`config.mk`:
```
export PLATFORM = sky130hd
export DESIGN_NAME = writeback_unit
export DESIGN_NICKNAME = d
export VERILOG_FILES = /design/src/rtl/writeback_unit.sv
export SDC_FILE = /design/constraint.sdc
export NUM_CORES = 1
export LEC_CHECK = 0
export ABC_AREA = 0
export CAP_MARGIN = 25
export CORE_MARGIN = 2
export CORE_UTILIZATION = 40
export CTS_BUF_LIST = sky130_fd_sc_hd__clkbuf_8
export DETAILED_ROUTE_END_ITERATION = 8
export PLACE_DENSITY = 0.72
export SLEW_MARGIN = 20
export SYNTH_ARGS = -nofsm -noshare
export SYNTH_HDL_FRONTEND = slang
export SYNTH_SLANG_ARGS = --single-unit
```
`constraint.sdc`:
```
create_clock -name clk -period 2.91 [get_ports clk]
set_input_delay 0.291 -clock clk [delete_from_list [all_inputs] [get_ports clk]]
set_output_delay 0.291 -clock clk [all_outputs]
set_load 0.02 [all_outputs]
```
`src/rtl/writeback_unit.sv`:
```
// Register-file write master: merges single-cycle ALU results with multi-cycle
// loads, formats load data, drops x0 writes and exports the pending load rd.
module writeback_unit #(
   parameter int DATA_W = 32,
   parameter int IDX_W  = 5
) (
   input  logic              clk,
   input  logic              RST,
   input  logic              alu_valid,
   output logic              alu_ready,
   input  logic [IDX_W-1:0]  alu_rd,
   input  logic [DATA_W-1:0] alu_result,
   input  logic              load_req_valid,
   output logic              load_req_ready,
   input  logic [IDX_W-1:0]  load_rd,
   input  logic [2:0]        load_funct3,
   input  logic [1:0]        load_addr_lo,
   input  logic              mem_rvalid,
   input  logic [DATA_W-1:0] mem_rdata,
   output logic              reg_write,
   output logic [IDX_W-1:0]  write_index,
   output logic [DATA_W-1:0] write_data,
   output logic              load_pending,
   output logic [IDX_W-1:0]  pending_rd,
   output logic              load_err,
   output logic [1:0]        state_dbg
);

   typedef enum logic [1:0] {
      IDLE       = 2'd0,
      WAIT_MEM   = 2'd1,
      WRITE_LOAD = 2'd2
   } state_t;

   state_t              state;
   logic [IDX_W-1:0]    ld_rd;
   logic [2:0]          ld_funct3;
   logic [1:0]          ld_addr_lo;
   logic [DATA_W-1:0]   hold_data;
   logic                req_legal;
   logic [7:0]          sel_byte;
   logic [15:0]         sel_half;
   logic [DATA_W-1:0]   fmt_data;

   // Handshake: a transfer happens on a rising edge where valid && ready; while
   // ready is low the producer keeps valid and its payload stable.
   assign alu_ready      = (state != WRITE_LOAD);
   assign load_req_ready = (state == IDLE);
   assign load_pending   = (state != IDLE);
   assign pending_rd     = load_pending ? ld_rd : '0;
   assign state_dbg      = state;

   always_comb begin
      req_legal = 1'b0;
      case (load_funct3)
         3'b000, 3'b100: req_legal = 1'b1;
         3'b001, 3'b101: req_legal = ~load_addr_lo[0];
         3'b010:         req_legal = (load_addr_lo == 2'b00);
         default:        req_legal = 1'b0;
      endcase
   end

   // Lanes are picked from the aligned word using the captured low address bits.
   always_comb begin
      sel_byte = 8'(mem_rdata >> {ld_addr_lo, 3'b000});
      sel_half = 16'(mem_rdata >> {ld_addr_lo[1], 4'b0000});
      case (ld_funct3)
         3'b000:  fmt_data = {{(DATA_W-8){sel_byte[7]}}, sel_byte};
         3'b001:  fmt_data = {{(DATA_W-16){sel_half[15]}}, sel_half};
         3'b100:  fmt_data = {{(DATA_W-8){1'b0}}, sel_byte};
         3'b101:  fmt_data = {{(DATA_W-16){1'b0}}, sel_half};
         default: fmt_data = mem_rdata;
      endcase
   end

   always_ff @(posedge clk) begin
      if (RST) begin
         state       <= IDLE;
         ld_rd       <= '0;
         ld_funct3   <= '0;
         ld_addr_lo  <= '0;
         hold_data   <= '0;
         reg_write   <= 1'b0;
         write_index <= '0;
         write_data  <= '0;
         load_err    <= 1'b0;
      end else begin
         reg_write <= 1'b0;
         load_err  <= 1'b0;
         if (alu_valid && alu_ready) begin
            reg_write   <= (alu_rd != '0);
            write_index <= alu_rd;
            write_data  <= alu_result;
         end
         case (state)
            IDLE: begin
               if (load_req_valid) begin
                  if (req_legal) begin
                     ld_rd      <= load_rd;
                     ld_funct3  <= load_funct3;
                     ld_addr_lo <= load_addr_lo;
                     state      <= WAIT_MEM;
                  end else begin
                     load_err <= 1'b1;
                  end
               end
            end
            WAIT_MEM: begin
               if (mem_rvalid) begin
                  hold_data <= fmt_data;
                  state     <= WRITE_LOAD;
               end
            end
            WRITE_LOAD: begin
               // ALU is stalled this cycle, so the port belongs to the load.
               reg_write   <= (ld_rd != '0);
               write_index <= ld_rd;
               write_data  <= hold_data;
               state       <= IDLE;
            end
            default: state <= IDLE;
         endcase
      end
   end

endmodule
```
# ---- After elaboration in Yosys (flattened, before gate mapping)
# Index checks and enable logic that the tools add are counted.
dict set report op_classes {
  n_eq_ne 13
  n_shift 2
  muxes 14
  bitwise_logic 3
  reduce_logical 15
}
# cell count
set op_table {}
lappend op_table {{32-bit case mux with 4 select lines} 1}
lappend op_table {{32-bit 2-to-1 mux} 2}
lappend op_table {{32-bit by 5-bit right shift with 16-bit output} 1}
lappend op_table {{32-bit by 5-bit right shift with 8-bit output} 1}
lappend op_table {{5-bit 2-to-1 mux} 3}
lappend op_table {{3-bit == test (second input constant)} 4}
lappend op_table {{5-bit nonzero test} 2}
lappend op_table {{3-bit by 1-bit == test with 1-bit output (second input constant)} 2}
lappend op_table {{3-bit logical NOT} 2}
lappend op_table {{2-bit 2-to-1 mux} 3}
lappend op_table {{2-bit != test (second input constant)} 3}
lappend op_table {{3-bit AND reduction} 2}
lappend op_table {{2-bit logical NOT} 2}
lappend op_table {{2-bit case mux with 2 select lines} 1}
lappend op_table {{2-bit nonzero test} 2}
lappend op_table {{2-bit OR reduction} 2}
lappend op_table {{3-bit by 2-bit == test with 1-bit output (second input constant)} 1}
lappend op_table {{1-bit 2-to-1 mux} 3}
lappend op_table {{1-bit inverter} 3}
lappend op_table {{1-bit case mux with 3 select lines} 1}
lappend op_table {{3-bit OR reduction} 1}
lappend op_table {{2-bit by 1-bit == test with 1-bit output (second input constant)} 1}
lappend op_table {{2-bit == test (second input constant)} 1}
lappend op_table {{2-bit by 1-bit != test with 1-bit output (second input constant)} 1}
lappend op_table {{other kinds (2)} 2}
dict set report totals {
  register_bits 83
  wordCells 56
}

# ---- Depth between registers and ports, before layout
# Gate-level depths: netlist of run 1.
dict set report depth {
  word_depth 6
  mapped_depth 6
  ltp_nobuf 4
}

# ---- Worst setup path after synthesis of run 1
# OpenSTA, ideal clock, no wires.
dict set report synth_timing {
  path_type {reg2reg}
  start {register state[0] (netlist: state_dbg[0])}
  end {register ld_funct3[1]}
  setup_ns 0.128
  arrival_time_ns 1.636
  required_ns 2.782
  slack_ns 1.147
  path_stages_with_launch 6
  path_buffers 1
  path_cell_list {dfxtp_1 -> nor2_1 -> o211ai_1 -> buf_2 -> mux2i_1 -> nor2_1}
}
dict set report synth_via {
  elab_chain_len 2
}
# item line_no
set synth_lines {}
lappend synth_lines {{start, declared} 35} ;# state_t state;
lappend synth_lines {{start signal, assigned} 78} ;# state <= IDLE;
lappend synth_lines {{start signal, assigned} 102} ;# state <= WAIT_MEM;
lappend synth_lines {{start signal, assigned} 111} ;# state <= WRITE_LOAD;
lappend synth_lines {{2-bit logical NOT} n/a}
lappend synth_lines {{net load_req_ready} 14} ;# output logic load_req_ready,
lappend synth_lines {{3-bit AND reduction (no source line)} n/a}
lappend synth_lines {{end signal, assigned} 100} ;# ld_funct3 <= load_funct3;
lappend synth_lines {{end, declared} 37} ;# logic [2:0] ld_funct3;
# The timed path passes the listed nets, and every way through them passes these cells.
# A chain may end at the register's enable or synchronous reset.

# ---- Final worst setup path of run 1
dict set report layout_timing {
  start {register state[1] (netlist: state_dbg[1])}
  end {output port load_req_ready}
}
dict set report layout_via {
  elab_chain_len 1
}
# item line_no
set layout_lines {}
lappend layout_lines {{2-bit logical NOT} 48} ;# assign load_req_ready = (state == IDLE);
lappend layout_lines {{end, declared} 14}
# Every way passes these cells.

==> flow_metrics.py, run 1 <==
metrics = {
    "final_layout": {
        "nFillCells": 848,
        "diodes": 0,
        "final_cells": 675,
        "final_layout_size_suffix_gt1_share_pct": 7.69,
        "fin_util_pct": 58.7,
        "layout.nets": 625,
        "stdcell_area_mm2": 0.00542,
        "syn2layout_area_growth_pct": 42.5,
    },
    "die": {
        "dieArea_mm2": 0.0103,
        "rows": 35,
        "start_util_pct": 41.2,
        "die_w_um": 102,
        "coreArea_mm2": 0.00924,
        "die_h_um": 102,
        "boundaryPins": 133,
    },
    "clock_tree": {
        "cts_made_buffers": 9,
        "postCtsSetupRepairBufs": 0,
        "cts.htree.levels": 3,
        "cts_tree": "done",
        "clk_latency_ps": 340,
        "cts_resized": 0,
        "cts_root_buf": "clkbuf_8",
        "hold_buffers": 0,
        "cts.sinks": 83,
        "clockBufferDepth": 2,
        "cts.clk_slew.worst_paths_ps": 90,
    },
    "placed_design": {
        "port_buffers": 132,
        "placed_cell_area_mm2": 0.00520,
        "dp_cells": 659,
        "gp_congestion": 0.885,
        "hpwl_um": 7910,
        "dp_slack_ps": 660,
    },
    "synth": {
        "async_flop_share_pct": 0,
        "synthSimpleGateAreaFrac_pct": 13.7,
        "ys_seq_area_share_pct": 43.7,
        "syn_inst": 424,
        "yosys_warnings": 0,
        "synth_seq_cells": 83,
        "syn_area_mm2": 0.00380,
        "syn_nets": 508,
        "synthAdderAreaFrac_pct": 0,
        "synth_top_family_by_area": "compound AO/OA/AOI/OAI gates",
        "synth_edf_count": 0,
        "synth_compound_area_share_pct": 24.7,
        "synth_xor_area_share_pct": 0,
        "avgSynthCellArea_um2": 8.97,
        "synthDistinctLibCells": 34,
        "synth_mux_area_share_pct": 13.5,
        "synth_ff_type": "dfxtp_1",
    },
    "timing": {
        "slew_headroom_pct": 39.8,
        "tns_ps": 0,
        "worst_pin_slew_ps": 901,
        "setup_ws_ps": 740,
        "finalSetupViolations": 0,
        "fin_crit_sh_pct": 74.6,
        "report.final.slew_viol_count": 0,
        "skew_ps": 10.3,
        "holdWs_ps": 463,
        "fmax_mhz": 461,
        "fin_crit_ps": 2170,
        "final_hold_viol_count": 0,
        "grt_setup_unrepaired": "no",
    },
    "drt": {
        "dr.pass1.iters": 5,
        "post_drt_wl_per_cell_um": 16.5,
        "vias": 3586,
        "final_antenna_net_count": 0,
        "drt-initial-drc-count": 151,
        "finalWirelength_um": 11100,
        "routed_via_density": 5.31,
        "drc": 0,
    },
    "critical_path": {
        "required_ps": 2620,
        "critPathKind": "flip-flop to primary output",
        "critPathArrivalTime_ps": 1880,
        "path_max_fanout": 9,
        "end_kind": "primary output",
        "reg2regPathDepth": 4,
        "startpoint_type": "flip-flop",
    },
    "hold_path": {
        "hold_depth": 2,
        "min_path_type": "flip-flop to flip-flop",
    },
    "global_route": {
        "grt_pass1_wl_um": 17500,
        "grt_max_degree": 77,
        "antenna_found_initial": 0,
        "grt_pass1_vias": 3480,
        "grtUsageTotal_pct": 21.4,
        "gr-total-overflow": 0,
    },
    "power_and_ir_drop": {
        "powerDensity_mw_per_mm2": 488,
        "power.total_mw": 2.65,
        "p_leak_nw": 2.12,
        "irDropWorstVdd_v": 0.000304,
    },
    "run_status": {
        "outcome": "finished, final reports clean",
    },
    "job": {
        "cap_violations": 0,
    },
}
[area by class of cell]
| type | count | area [um^2] | share of cell area, % |
|---|---|---|---|
| Sequential cell | 83 | 1660 | 30.6 |
| Multi-Input combinational cell | 300 | 1980 | 36.4 |
| Timing Repair Buffer | 142 | 1390 | 25.6 |
| Clock buffer | 10 | 138 | 2.54 |
| Inverter | 5 | 18.8 | 0.346 |
| Tap cell | 129 | 161 | 2.98 |
| Clock inverter | 6 | 81.3 | 1.50 |
[final timing paths]
kind,to,from,slack (ps)
worst min register to register,hold_data[4]$_SDFFE_PP0P_,hold_data[4]$_SDFFE_PP0P_,460
worst min-delay path,hold_data[4]$_SDFFE_PP0P_,hold_data[4]$_SDFFE_PP0P_,460
worst max-delay path,load_req_ready,state_dbg[1]$_SDFFE_PP0P_,740
worst max register to register,hold_data[5]$_SDFFE_PP0P_,ld_addr_lo[0]$_SDFFE_PP0P_,940
[synthesized netlist by cell type, drive strengths merged, types with 8 or more instances]
library cell	number	area [um^2]
mux2i	48	480
o21ai	43	226
clkbuf	25	93.8
buf	11	57.6
nor2	50	188
or3	9	56.3
o211ai	8	60.1
nor2b	8	57.6
a21oi	25	125
dfxtp	83	1660
a211oi	45	338
nand2	25	93.8
[cell usage in the layout, fill, tap and decap left out, types with 3 or more instances in the layout]
master and n:
or2_2 7, a311oi_1 7, clkdlybuf4s50_1 130, a21oi_1 25, a311o_1 7, nor3_1 3, inv_1 7, dfxtp_1 83
nor2_1 50, a211oi_1 45, buf_4 10, or3_1 9, o21ai_0 42, o211ai_1 8, mux2i_1 48, nor2b_1 7
nand2_1 25, clkbuf_8 10
[state kept, by name, indices dropped and copies added, names as in the netlist]
signal	flops
ld_addr_lo	2
reg_write	1
hold_data	32
load_err	1
write_data	32
ld_funct3	3
state_dbg	2
ld_rd	5
write_index	5
[where the power goes]
group	leakage, nW	switching [mW]	internal [mW]	total [mW]
Sequential	0.680	0.0381	1.20	1.24
Clock	0.119	0.409	0.501	0.910
Combinational	1.32	0.237	0.264	0.501
Total	2.12	0.684	1.96	2.65
[layer usage]
layer	global-route usage, %	up-vias	share of wire (%)
met5	0	-	0
met4	7.17	0	1.7
met3	3.80	15	5.5
met2	35.5	124	48
met1	28.1	1663	45
li1	-	1784	-
[worst max-delay path: stages (launching register included)]
cell and delay [ps]:
dfxtp_1 360, nor2_1 460, clkdlybuf4s50_1 720
[kinds of logic after synthesis]
family	after synthesis
buffers and inverters	41
AO/OA/AOI/OAI	139
AND/OR/NAND/NOR	111
flip-flops	83
multiplexers	50
No activity file was read; power rests on OpenSTA's default activity.
==> run 2: changes to the inputs <==
- PLACE_DENSITY: 0.72 -> 0.75
- clock period: 2.91 -> 1.9 ns (I/O delays scaled with it)
==> run 2 against run 1 <==
Effect of this change: flip-flop and latch count did not move; combinational power rose by 57%; global-route usage rose by 0.15 points; sequential power rose by 52%; sequential share of layout area fell by 0.46 points.
==> flow_metrics.py, run 2 (synthesized netlist as in run 1, its figures left out) <==
metrics = {
    "clock_tree": {
        "cts.sinks": 83,
        "cts_root_buf": "clkbuf_8",
        "cts_made_buffers": 9,
        "cts_tree": "done",
        "clockBufferDepth": 2,
        "hold_buffers": 0,
        "cts.clk_slew.worst_paths_ps": 90,
        "clk_latency_ps": 350,
        "cts.htree.levels": 3,
    },
    "placed_design": {
        "placed_cell_area_mm2": 0.00532,
        "dp_cells": 670,
        "gp_congestion": 0.889,
        "hpwl_um": 7890,
        "port_buffers": 132,
    },
    "final_layout": {
        "final_layout_size_suffix_gt1_share_pct": 10.1,
        "layout.nets": 636,
        "top_regs": "hold_data x32, write_data x32",
        "final_common_cell": "clkdlybuf4s50_1",
        "fin_util_pct": 59.6,
        "stdcell_area_mm2": 0.00551,
        "syn2layout_area_growth_pct": 44.8,
        "diodes": 0,
        "nFillCells": 810,
        "final_cell_mix": "clkdlybuf4s50_1, dfxtp_1, nor2_1",
        "final_cells": 686,
    },
    "power_and_ir_drop": {
        "p_leak_nw": 2.19,
        "seqPwrFrac_pct": 48.7,
        "irDropWorstVdd_v": 0.000422,
        "powerDensity_mw_per_mm2": 706,
        "clockPowerShare_pct": 31.1,
        "power.total_mw": 3.89,
        "switchingPower_mw": 1.08,
        "intPower_mw": 2.81,
        "combPwrFrac_pct": 20.2,
        "switching_share_pct": 27.9,
    },
    "critical_path": {
        "required_ps": 1710,
        "startpoint": "state_dbg[1]$_SDFFE_PP0P_",
        "critPathArrivalTime_ps": 1630,
        "critPathTopFamily": "buffers and inverters",
        "startpoint_type": "flip-flop",
        "r2r_start": "ld_addr_lo[1]$_SDFFE_PP0P_",
        "slowest_delay_ps": 590,
        "path_cells": "nor2_1 > buf_4 > inv_1 > clkdlybuf4s50_1",
        "path_max_fanout": 9,
        "cp_slowest_cell": "clkdlybuf4s50_1",
        "critPathKind": "flip-flop to primary output",
        "cp_num_buf_inv": 3,
        "end_kind": "primary output",
    },
    "global_route": {
        "gr-total-overflow": 0,
        "grt_max_degree": 60,
        "grt_pass1_wl_um": 17600,
        "grt_pass1_vias": 3566,
        "antenna_found_initial": 0,
        "grtUsageTotal_pct": 21.5,
    },
    "timing": {
        "report.final.slew_viol_count": 0,
        "worst_pin_slew_ps": 627,
        "skew_ps": 9.28,
        "finalSetupViolations": 0,
        "fin_crit_ps": 1820,
        "slew_headroom_pct": 58.2,
        "final_hold_viol_count": 0,
        "fin_crit_sh_pct": 95.7,
        "fmax_mhz": 550,
        "grt_setup_unrepaired": "no",
        "holdWs_ps": 400,
    },
    "drt": {
        "final_antenna_net_count": 0,
        "finalWirelength_um": 11000,
        "met1Wirelength_um": 4950,
        "vias": 3614,
        "met2WireLength_um": 5280,
        "dr.pass1.iters": 4,
        "routed_via_density": 5.27,
        "highest_layer": "met4",
        "wl_met3_um": 648,
        "drc": 0,
        "drt-initial-drc-count": 205,
        "post_drt_wl_per_cell_um": 16.1,
    },
    "die": {
        "start_util_pct": 41.2,
        "die_h_um": 102,
        "die_w_um": 102,
        "coreArea_mm2": 0.00924,
        "dieArea_mm2": 0.0103,
        "boundaryPins": 133,
        "rows": 35,
    },
    "hold_path": {
        "min_from": "alu_valid",
        "min_path_type": "primary input to flip-flop",
    },
    "run_status": {
        "outcome": "finished, final reports clean",
    },
    "job": {
        "cap_violations": 0,
    },
}
run 2: cell count changes in the layout (fill, tap and decap cells not counted), sizes merged, moves of 2 or more:
| cell | delta |
|---|---|
| dlygate4sd2 | +4 |
| clkdlybuf4s50 | -5 |
| buf | +11 |
| clkinvlp | +3 |
| bufinv | -2 |
run 2: power groups by stage:
stage          registers [mW]  clock network (mW)  logic (mW)
6_report                 1.89                1.21       0.787
5_1_grt                  1.91                1.32       0.845
4_1_cts                  1.89                1.23       0.790
3_5_place_dp             1.93                   0       0.786
3_3_place_gp             1.93                   0       0.777
2_1_floorplan            2.00                   0       0.305
run 2: per-layer routing:
layer | vias up | global-route usage (%)
met5 | - | 0
met4 | 0 | 7.69
met3 | 15 | 4.14
met2 | 122 | 35.5
met1 | 1673 | 28.1
li1 | 1804 | -
run 2: area by class of cell:
class	count	area [um^2]	area share [%]
sequential	83	1660	30.2
tap	129	161	2.93
inverter	5	18.8	0.341
clock buffer	11	151	2.75
clock inverter	5	36.3	0.658
multi-input combinational	300	1980	35.9
timing repair buffer	153	1500	27.3
run 2: final timing paths:
path	to	slack, ps	cells past startpoint
worst min-delay path	reg_write$_SDFF_PP0_	400	4
worst max-delay path	load_pending	80	4
worst max register to register	hold_data[7]$_SDFFE_PP0P_	230	4
worst min register to register	hold_data[5]$_SDFFE_PP0P_	460	2
run 2: stage by stage:
step | worst slack, ps | TNS (ps)
after floorplan | 137 | 0
after global placement | 27.0 | 0
after detailed placement | -14.0 | -14.0
after CTS | 2.13 | 0
after global routing | 16.7 | 0
final | 81.2 | 0
run 2: timing repair:
item | CTS | global route
resized for setup | 4 | 2
buffers inserted | 0 | 0
gates cloned | 0 | 0
setup endpoints to repair | 4 | 2
run 2: worst reg2reg max path: cells and delay by family, from the launching register on:
| kind | cells | cell delay [ps] |
|---|---|---|
| flops | 1 | 380 |
| mux | 1 | 530 |
| compound gates | 1 | 340 |
| simple gates | 2 | 280 |
